<file path="src/rtl/compare_sequencer_pkg.sv">
// Shared constants and types for the compare sequencer.
// Select codes, operand width and FSM state encoding.
package compare_sequencer_pkg;

  localparam int OPW = 4;

  localparam logic [1:0] SEL_EQ  = 2'b00;
  localparam logic [1:0] SEL_GR  = 2'b01;
  localparam logic [1:0] SEL_LS  = 2'b10;
  localparam logic [1:0] SEL_MAX = 2'b11;

  typedef enum logic [1:0] {
    IDLE = 2'b00,
    STEP = 2'b01,
    DONE = 2'b10
  } state_t;

endpackage

</file>
<file path="src/rtl/compare_sequencer_rise.sv">
// Registered rising-edge detector, one bit wide.
// History register updates every cycle.
module rise_detect (
  input  logic clk,
  input  logic reset,
  input  logic i_in,
  output logic o_rise
);

  logic r_q;

  // Keep last-cycle level for edge comparison
  always_ff @(posedge clk) begin
    if (reset) r_q <= 1'b0;
    else       r_q <= i_in;
  end

  assign o_rise = i_in & ~r_q;

endmodule

</file>
<file path="src/rtl/compare_sequencer.sv">
// Operand-side driver for the 4-bit comparison block.
// Steps the select through eq/gr/ls/max and holds results.
module compare_sequencer
  import compare_sequencer_pkg::*;
#(
  parameter int SETTLE_CYCLES = 2
) (
  input  logic           clk,
  input  logic           reset,
  input  logic [OPW-1:0] sw_in,
  input  logic           load_a,
  input  logic           load_b,
  input  logic           start,
  output logic [7:0]     cmp_numi,
  output logic [1:0]     cmp_sel,
  input  logic [7:0]     cmp_numo,
  output logic           busy,
  output logic           done,
  output logic           eq,
  output logic           gr,
  output logic           ls,
  output logic [OPW-1:0] max,
  output logic           err
);

  localparam int CW =
    (SETTLE_CYCLES > 1) ? $clog2(SETTLE_CYCLES) : 1;
  localparam logic [CW-1:0] LAST = CW'(SETTLE_CYCLES - 1);

  state_t         r_state, w_state_n;
  logic [OPW-1:0] r_a, w_a_n;
  logic [OPW-1:0] r_b, w_b_n;
  logic [1:0]     r_sel, w_sel_n;
  logic [CW-1:0]  r_cnt, w_cnt_n;
  logic           r_eq, w_eq_n;
  logic           r_gr, w_gr_n;
  logic           r_ls, w_ls_n;
  logic [OPW-1:0] r_max, w_max_n;
  logic           r_err, w_err_n;
  logic           r_bad, w_bad_n;

  logic           w_rise_a;
  logic           w_rise_b;
  logic           w_rise_s;
  logic [OPW-1:0] w_lmax;
  logic [1:0]     w_sum;

  rise_detect u_rise_a (
    .clk    (clk),
    .reset  (reset),
    .i_in   (load_a),
    .o_rise (w_rise_a)
  );

  rise_detect u_rise_b (
    .clk    (clk),
    .reset  (reset),
    .i_in   (load_b),
    .o_rise (w_rise_b)
  );

  rise_detect u_rise_s (
    .clk    (clk),
    .reset  (reset),
    .i_in   (start),
    .o_rise (w_rise_s)
  );

  assign w_lmax = (r_a > r_b) ? r_a : r_b;
  assign w_sum  = {1'b0, r_eq} + {1'b0, r_gr}
                + {1'b0, r_ls};

  // Next-state, operand capture and result sampling
  always_comb begin
    w_state_n = r_state;
    w_a_n     = r_a;
    w_b_n     = r_b;
    w_sel_n   = r_sel;
    w_cnt_n   = r_cnt;
    w_eq_n    = r_eq;
    w_gr_n    = r_gr;
    w_ls_n    = r_ls;
    w_max_n   = r_max;
    w_err_n   = r_err;
    w_bad_n   = r_bad;
    unique case (r_state)
      IDLE, DONE: begin
        if (w_rise_a) w_a_n = sw_in;
        if (w_rise_b) w_b_n = sw_in;
        if (w_rise_a || w_rise_b || w_rise_s) begin
          w_eq_n  = 1'b0;
          w_gr_n  = 1'b0;
          w_ls_n  = 1'b0;
          w_max_n = '0;
          w_err_n = 1'b0;
        end
        if ((r_state == DONE) && (w_rise_a || w_rise_b))
          w_state_n = IDLE;
        if (w_rise_s) begin
          w_state_n = STEP;
          w_sel_n   = SEL_EQ;
          w_cnt_n   = '0;
          w_bad_n   = 1'b0;
        end
      end
      STEP: begin
        if (r_cnt == LAST) begin
          w_cnt_n = '0;
          unique case (r_sel)
            SEL_EQ: begin
              w_eq_n  = cmp_numo[0];
              w_bad_n = r_bad | (|cmp_numo[7:1]);
              w_sel_n = SEL_GR;
            end
            SEL_GR: begin
              w_gr_n  = cmp_numo[0];
              w_bad_n = r_bad | (|cmp_numo[7:1]);
              w_sel_n = SEL_LS;
            end
            SEL_LS: begin
              w_ls_n  = cmp_numo[0];
              w_bad_n = r_bad | (|cmp_numo[7:1]);
              w_sel_n = SEL_MAX;
            end
            SEL_MAX: begin
              w_max_n   = cmp_numo[3:0];
              w_sel_n   = SEL_EQ;
              w_state_n = DONE;
              w_err_n   = r_bad
                        | (|cmp_numo[7:4])
                        | (w_sum != 2'd1)
                        | (cmp_numo[3:0] != w_lmax);
            end
            default: w_sel_n = SEL_EQ;
          endcase
        end else begin
          w_cnt_n = r_cnt + CW'(1);
        end
      end
      default: w_state_n = IDLE;
    endcase
  end

  // State and datapath registers
  always_ff @(posedge clk) begin
    if (reset) begin
      r_state <= IDLE;
      r_a     <= '0;
      r_b     <= '0;
      r_sel   <= SEL_EQ;
      r_cnt   <= '0;
      r_eq    <= 1'b0;
      r_gr    <= 1'b0;
      r_ls    <= 1'b0;
      r_max   <= '0;
      r_err   <= 1'b0;
      r_bad   <= 1'b0;
    end else begin
      r_state <= w_state_n;
      r_a     <= w_a_n;
      r_b     <= w_b_n;
      r_sel   <= w_sel_n;
      r_cnt   <= w_cnt_n;
      r_eq    <= w_eq_n;
      r_gr    <= w_gr_n;
      r_ls    <= w_ls_n;
      r_max   <= w_max_n;
      r_err   <= w_err_n;
      r_bad   <= w_bad_n;
    end
  end

  assign cmp_numi = {r_a, r_b};
  assign cmp_sel  = r_sel;
  assign busy     = (r_state == STEP);
  assign done     = (r_state == DONE);
  assign eq       = r_eq;
  assign gr       = r_gr;
  assign ls       = r_ls;
  assign max      = r_max;
  assign err      = r_err;

endmodule

</file>
<file path="config.mk">
export PLATFORM = sky130hd
export DESIGN_NAME = compare_sequencer
export DESIGN_NICKNAME = d
export VERILOG_FILES = /design/src/rtl/compare_sequencer_pkg.sv /design/src/rtl/compare_sequencer_rise.sv /design/src/rtl/compare_sequencer.sv
export SDC_FILE = /design/constraint.sdc
export NUM_CORES = 1
export LEC_CHECK = 0
export ABC_CLOCK_PERIOD_IN_PS = 2700
export BUFFER_PORTS_ARGS = -buffer_cell sky130_fd_sc_hd__buf_2
export CAP_MARGIN = 40
export CORE_MARGIN = 2
export CORE_UTILIZATION = 45
export DETAILED_ROUTE_END_ITERATION = 7
export PLACE_DENSITY = 0.77
export REMOVE_ABC_BUFFERS = 1
export SYNTH_ARGS = -nofsm -noshare
export SYNTH_HDL_FRONTEND = slang
export SYNTH_SLANG_ARGS = --single-unit
</file>
<file path="constraint.sdc">
create_clock -name clk -period 2.7 [get_ports clk]
set_input_delay 0.54 -clock clk [delete_from_list [all_inputs] [get_ports clk]]
set_output_delay 0.54 -clock clk [all_outputs]
set_load 0.05 [all_outputs]
</file>
==> results of run 1 <==
==> how the worst max path moves through the flow <==
stage | startpoint | depth (start not counted) | slack, ns | to
floorplan | r_b[3] | 7 | 0.59 | err
global placement | r_b[3] | 7 | 0.83 | err
detailed placement | r_b[3] | 7 | 0.82 | err
CTS | r_state[0] | 3 | 0.47 | busy
global route | r_state[0] | 3 | 0.35 | busy
finish | r_state[0] | 3 | 0.47 | busy
==> routing by layer <==
metal	up-vias	routed length, um	GRT usage
met5	-	0	0
met4	0	63	0.0839
met3	5	115	0.0192
met2	32	1240	0.264
met1	557	1470	0.239
li1	652	-	-
==> layout by cell type, fill, tap and decap left out, types with 4 or more instances in the layout <==
cell type	count
nand2_1	8
buf_2	36
o21ai_0	7
mux2i_1	5
nor2b_1	10
ha_1	10
nor2_1	32
a21oi_1	12
dfxtp_1	25
nand4_1	4
inv_1	12
==> state kept, by name, summed over array words and instances, names as in the netlist, 2 cells and up <==
name,count
r_state,2
r_b,4
r_a,4
max,4
cmp_sel,2
==> kinds of logic (layout without fill, tap and decap cells) <==
logic type | count (synthesis) | count (layout) | synth area share
multiplexers | 5 | 5 | 0.0349
buffers and inverters | 18 | 52 | 0.0507
flip-flops | 25 | 25 | 0.349
AND/OR/NAND/NOR | 70 | 70 | 0.251
AO/OA/AOI/OAI | 38 | 38 | 0.183
adder cells (fa/ha/maj) | 11 | 11 | 0.101
XOR/XNOR | 5 | 5 | 0.0306
==> area by class of cell <==
class | count | area [um2] | area share
multi-input combinational | 129 | 860 | 0.516
sequential | 25 | 500 | 0.300
timing repair buffer | 36 | 180 | 0.108
tap | 44 | 55.1 | 0.0330
inverter | 12 | 45.0 | 0.0270
clock buffer | 4 | 26.3 | 0.0158
==> per-stage QoR <==
step | power (W) | cells | instance area, um2 | util | setup slack, ns
3_5_place_dp | 0.000601 | 246 | 1640 | 0.537 | 0.819
4_1_cts | 0.000771 | 250 | 1670 | 0.546 | 0.470
3_3_place_gp | 0.000600 | 246 | 1640 | 0.537 | 0.834
2_1_floorplan | 0.000547 | 166 | 1410 | - | 0.590
5_1_grt | 0.000806 | 250 | 1670 | 0.546 | 0.347
6_report | 0.000767 | 250 | 1670 | 0.546 | 0.473
==> power by group through the flow <==
| stage | logic, W | clock network, W | registers, W |
|---|---|---|---|
| global route | 0.000215 | 0.000188 | 0.000404 |
| global placement | 0.000191 | 0 | 0.000409 |
| detailed placement | 0.000192 | 0 | 0.000409 |
| floorplan | 0.000111 | 0 | 0.000436 |
| finish | 0.000192 | 0.000173 | 0.000401 |
| CTS | 0.000192 | 0.000177 | 0.000401 |
==> impl_metrics.tcl, run 1 <==
set metrics [dict create \
    outcome "completed" \
    finalCritPeriodShare 0.825 \
    hpwl_um 2210 \
    ys_seq_area_frac 0.349 \
    arrival_ns 1.69 \
    cp.required_ns 2.16 \
    setup_violations 0 \
    netlist.area_leader.share 0.349 \
    end_kind "output port" \
    antenna_found_initial 0 \
    drt-initial-drc-count 67 \
    crit_buf_inv 2 \
    gp_congestion 0.881 \
    swShare 0.331 \
    grt_pass1_vias 1130 \
    fmaxAchievable_mhz 449 \
    worstPathMaxFanout 11 \
    p_clk_frac 0.226 \
    synthCells 172 \
    drv_slew 0 \
    hold_viol 0 \
    ys_seq_elements 25 \
    yosys_warnings 0 \
    yosys-top-cells-area "dfxtp_1, ha_1, nor2_1" \
    synth_edf_count 0 \
    port_buffers 36 \
    rows 20 \
    die-area_mm2 0.00365 \
    synth_most_common_cell "nor2_1" \
    seq_power_share 0.523 \
    fin_setup_tns_ns 0 \
    fillers 300 \
    wirelength_um 2890 \
    grt_max_degree 26 \
    clock-sinks 25 \
    drv_cap 0 \
    ys_types 35 \
    gr-total-overflow 0 \
    first_pass_iters 4 \
    grt_usage 0.171 \
    die_x_um 60.4 \
    syn_area_per_cell_um2 8.33 \
    die_h_um 60.4 \
    whs_ns 0.421 \
    start_util 0.469 \
    num_io_pins 37 \
    holdPathStages 2 \
    antenna_cells 0 \
    rsz0062_at_grt "no" \
    power-per-cell-area_mw_per_mm2 460 \
    combPwrFrac 0.251 \
    path_clk_slew_ns 0.13 \
    worst_setup_path_start_kind "register" \
    vias 1246 \
    via_per_inst 4.98 \
    htree_levels 1 \
    path_cells "nand2b_1 -> inv_1 -> buf_2" \
    worstHoldEndpoint "u_rise_b.r_q" \
    intPower_w 0.000513 \
    rrSetupSlack_ns 0.81 \
    avgRoutedWirePerCell_um 11.6 \
    r2r_cells 7 \
    max_slew_margin 0.650 \
    fin_worst_skew_ns 0.00195 \
    grt_pass1_wl_um 4760 \
    p_switching_w 0.000254 \
    hold_path_class "in2reg" \
    path_delay_family "buffers and inverters" \
    drc_errors 0 \
    r2r_start "r_b[3]" \
    area_delta_synth_final_pct 16.3 \
    drive_gt1_frac 0.228 \
    asyncSetResetFlopFracSynth 0 \
    synth_flop_cell "dfxtp_1" \
    reg2reg_to "err" \
    ant_nets 0 \
    fin_nets 235 \
    critPathKind "reg2out" \
    clk_latency_ns 0.33 \
    cts_tree "done" \
    fin_crit_ns 2.23 \
    cts_setup_buffers 0 \
    critPathMaxStageDelay_ns 0.54 \
    tightest_slew_ns 0.525 \
    ys_top_cells_by_count "nor2_1, dfxtp_1, a21oi_1, inv_1" \
    cts-root-buf "clkbuf_4" \
    leakagePower_nw 0.764 \
    cp_slowest_cell "dfxtp_1" \
    core_area_mm2 0.00305 \
    synth_top_area_cell "dfxtp_1" \
    netlist_area_mm2 0.00143 \
    vdd_ir_drop_max_mv 0.204 \
    cts_max_path_buffers 2 \
    cts-hold-fix-buffers 0 \
    cts_buffers 3 \
    min-delay-start "load_b" \
    cts_resized 0 \
]
Power figures use the tool's default switching activity.
==> inputs of run 2 (changes only) <==
--- a/config.mk
+++ b/config.mk
@@ -5,7 +5,8 @@
 export SDC_FILE = /design/constraint.sdc
 export NUM_CORES = 1
 export LEC_CHECK = 0
-export ABC_CLOCK_PERIOD_IN_PS = 2700
+export ABC_AREA = 1
+export ABC_CLOCK_PERIOD_IN_PS = 2200
 export BUFFER_PORTS_ARGS = -buffer_cell sky130_fd_sc_hd__buf_2
 export CAP_MARGIN = 40
 export CORE_MARGIN = 2
==> constraint.sdc (replaced) <==
create_clock -name clk -period 2.2 [get_ports clk]
set_input_delay 0.44 -clock clk [delete_from_list [all_inputs] [get_ports clk]]
set_output_delay 0.44 -clock clk [all_outputs]
set_load 0.05 [all_outputs]
==> run 2 against run 1 <==
  * Final cell count rose by 2.0%
  * Largest power group unchanged
  * Flip-flop and latch count did not move
  * Synthesized cell count grew 7.6%
  * First-iteration DRC count down 10%
  * Critical path type is now reg2reg
  * Clock power rose by 18%
  * Critical endpoint is now err
  * Register-to-register slack got worse by 0.37 ns
==> impl_metrics.tcl, run 2 <==
set metrics [dict create \
    ys_seq_elements 25 \
    rows 20 \
    multi_input_area_um2 777 \
    layout_setup_ws_ns 0.438 \
    synth_fa_ha_area_frac 0.104 \
    fin_nets 251 \
    drive_gt1_frac 0.284 \
    synth_compound_area_frac 0.165 \
    leakagePower_nw 0.766 \
    avgRoutedWirePerCell_um 10.8 \
    fin_setup_tns_ns 0 \
    critPathMaxStageDelay_ns 0.39 \
    hpwl_um 2150 \
    path_clk_slew_ns 0.14 \
    core_area_mm2 0.00300 \
    fillers 306 \
    num_io_pins 37 \
    grt_max_degree 26 \
    vias 1255 \
    area_delta_synth_final_pct 16.9 \
    power-per-cell-area_mw_per_mm2 683 \
    ys_seq_area_frac 0.358 \
    setup_violations 0 \
    rsz0062_at_grt "no" \
    gr-total-overflow 0 \
    netlist_area_mm2 0.00140 \
    htree_levels 1 \
    yosys-top-cells-area "dfxtp_1, nand2_1, ha_1" \
    die-area_mm2 0.00357 \
    vdd_ir_drop_max_mv 0.312 \
    met2_usage 0.262 \
    synth_edf_count 0 \
    port_buffers 36 \
    instances_no_fill 255 \
    placedCellCount 251 \
    r2r_cells 15 \
    worstPathMaxFanout 7 \
    synth_top_area_cell "dfxtp_1" \
    cp.required_ns 2.40 \
    ant_nets 0 \
    mostFrequentLayoutCells "nand2_1, buf_2, dfxtp_1" \
    critPathKind "reg2reg" \
    seq_area_um2 500 \
    cts-root-buf "clkbuf_4" \
    cts_tree "done" \
    dp_worst_setup_slack_ns 0.468 \
    min-delay-start "start" \
    use_met1 0.223 \
    start_util 0.465 \
    max_slew_margin 0.672 \
    cts-hold-fix-buffers 0 \
    grt_pass1_vias 1108 \
    crit_top_cell "nand2_1" \
    yosys.area_share.simple 0.287 \
    hold_viol 0 \
    die_h_um 59.7 \
    fin_worst_skew_ns 0.00546 \
    gr-usage-met3 0.0238 \
    drc_errors 0 \
    wirelength_um 2760 \
    synth.area.mux_share 0 \
    synth_most_common_cell "nand2_1" \
    drv_cap 0 \
    synth_flop_cell "dfxtp_1" \
    finalCritPeriodShare 0.801 \
    grt_usage 0.166 \
    clk_latency_ns 0.31 \
    synthCells 185 \
    yosys_warnings 0 \
    cts_resized 0 \
    grt_pass1_wl_um 4490 \
    antenna_found_initial 0 \
    ys_types 27 \
    path_cells "inv_1 -> ha_1 -> nand2_1 -> inv_2 -> nand2_2 -> nand2_4 -> nand2_4 -> nand2_2 -> nand2_1 -> nand2_1 -> nand2_1 -> nor2_1 -> nand3_1 -> nand2_1 -> a21oi_2" \
    end_kind "register" \
    synth_top_family_by_area "simple AND/OR/NAND/NOR gates" \
    first_pass_iters 4 \
    gp_congestion 0.818 \
    clock-sinks 25 \
    cts_setup_buffers 0 \
    hold_path_class "in2reg" \
    r2r_start "r_b[3]" \
    busiest_layer "met2" \
    drv_slew 0 \
    drt-initial-drc-count 60 \
    fmaxAchievable_mhz 568 \
    cts_buffers 3 \
    outcome "completed" \
    tightest_slew_ns 0.491 \
    antenna_cells 0 \
    via_per_inst 4.92 \
    netlist.area_leader.share 0.358 \
    asyncSetResetFlopFracSynth 0 \
    holdPathStages 3 \
    cts_max_path_buffers 2 \
    syn_area_per_cell_um2 7.55 \
    ys_top_cells_by_count "nand2_1, dfxtp_1, inv_1" \
    die_x_um 59.7 \
    arrival_ns 1.96 \
    worst_setup_path_start_kind "register" \
    fin_crit_ns 1.76 \
    synth_xor_area_frac 0 \
    crit_start "r_b[3]" \
    cp_slowest_cell "dfxtp_1" \
]
==> run 2: cell type report <==
class	count	share of cell area
inverters	29	0.0666
well taps	33	0.0253
multi-input cells	128	0.475
flip-flops and latches	25	0.306
repair buffers	36	0.110
clock buffers	4	0.0161
==> run 2: path summary, 6_finish.rpt <==
path	slack [ns]	to
setup / recovery	0.44	err
hold / removal	0.33	u_rise_s.r_q
setup reg to reg	0.44	err
hold reg to reg	0.47	max[3]
==> run 2: where the power goes <==
part | total (W) | leakage [nW] | switching, W | internal, W
logic | 0.000403 | 0.546 | 0.000284 | 0.000119
registers | 0.000509 | 0.206 | 0.0000223 | 0.000486
clock network | 0.000205 | 0.0150 | 0.000134 | 0.0000707
total | 0.00112 | 0.766 | 0.000440 | 0.000676
==> run 2: cell families after synthesis <==
family	Yosys count
AO/OA/AOI/OAI	34
adder cells (fa/ha/maj)	11
AND/OR/NAND/NOR	83
buffers and inverters	32
flip-flops	25
==> run 2: stage by stage <==
step	power [W]	instance area (um2)	hold WS, ns	util
6_report	0.00112	1630	0.329	0.544
5_1_grt	0.00119	1630	0.325	0.544
4_1_cts	0.00113	1630	0.329	0.544
3_5_place_dp	0.000923	1610	0.449	0.535
3_3_place_gp	0.000918	1610	0.446	0.535
2_1_floorplan	0.000833	1390	0.478	-
==> run 2: metal layers <==
layer	share of wire	vias to the layer above
li1	-	678
met1	0.51	552
met2	0.45	23
met3	0.028	2
met4	0.012	0
met5	0	-
==> run 2: critical path, delay by kind of cell (launching register included) <==
kind / cells / cell delay [ns]
AND/OR/NAND/NOR: 11 / 0.73
flip-flops: 1 / 0.39
adder cells (fa/ha/maj): 1 / 0.31
buffers and inverters: 2 / 0.16
AO/OA/AOI/OAI: 1 / 0.05
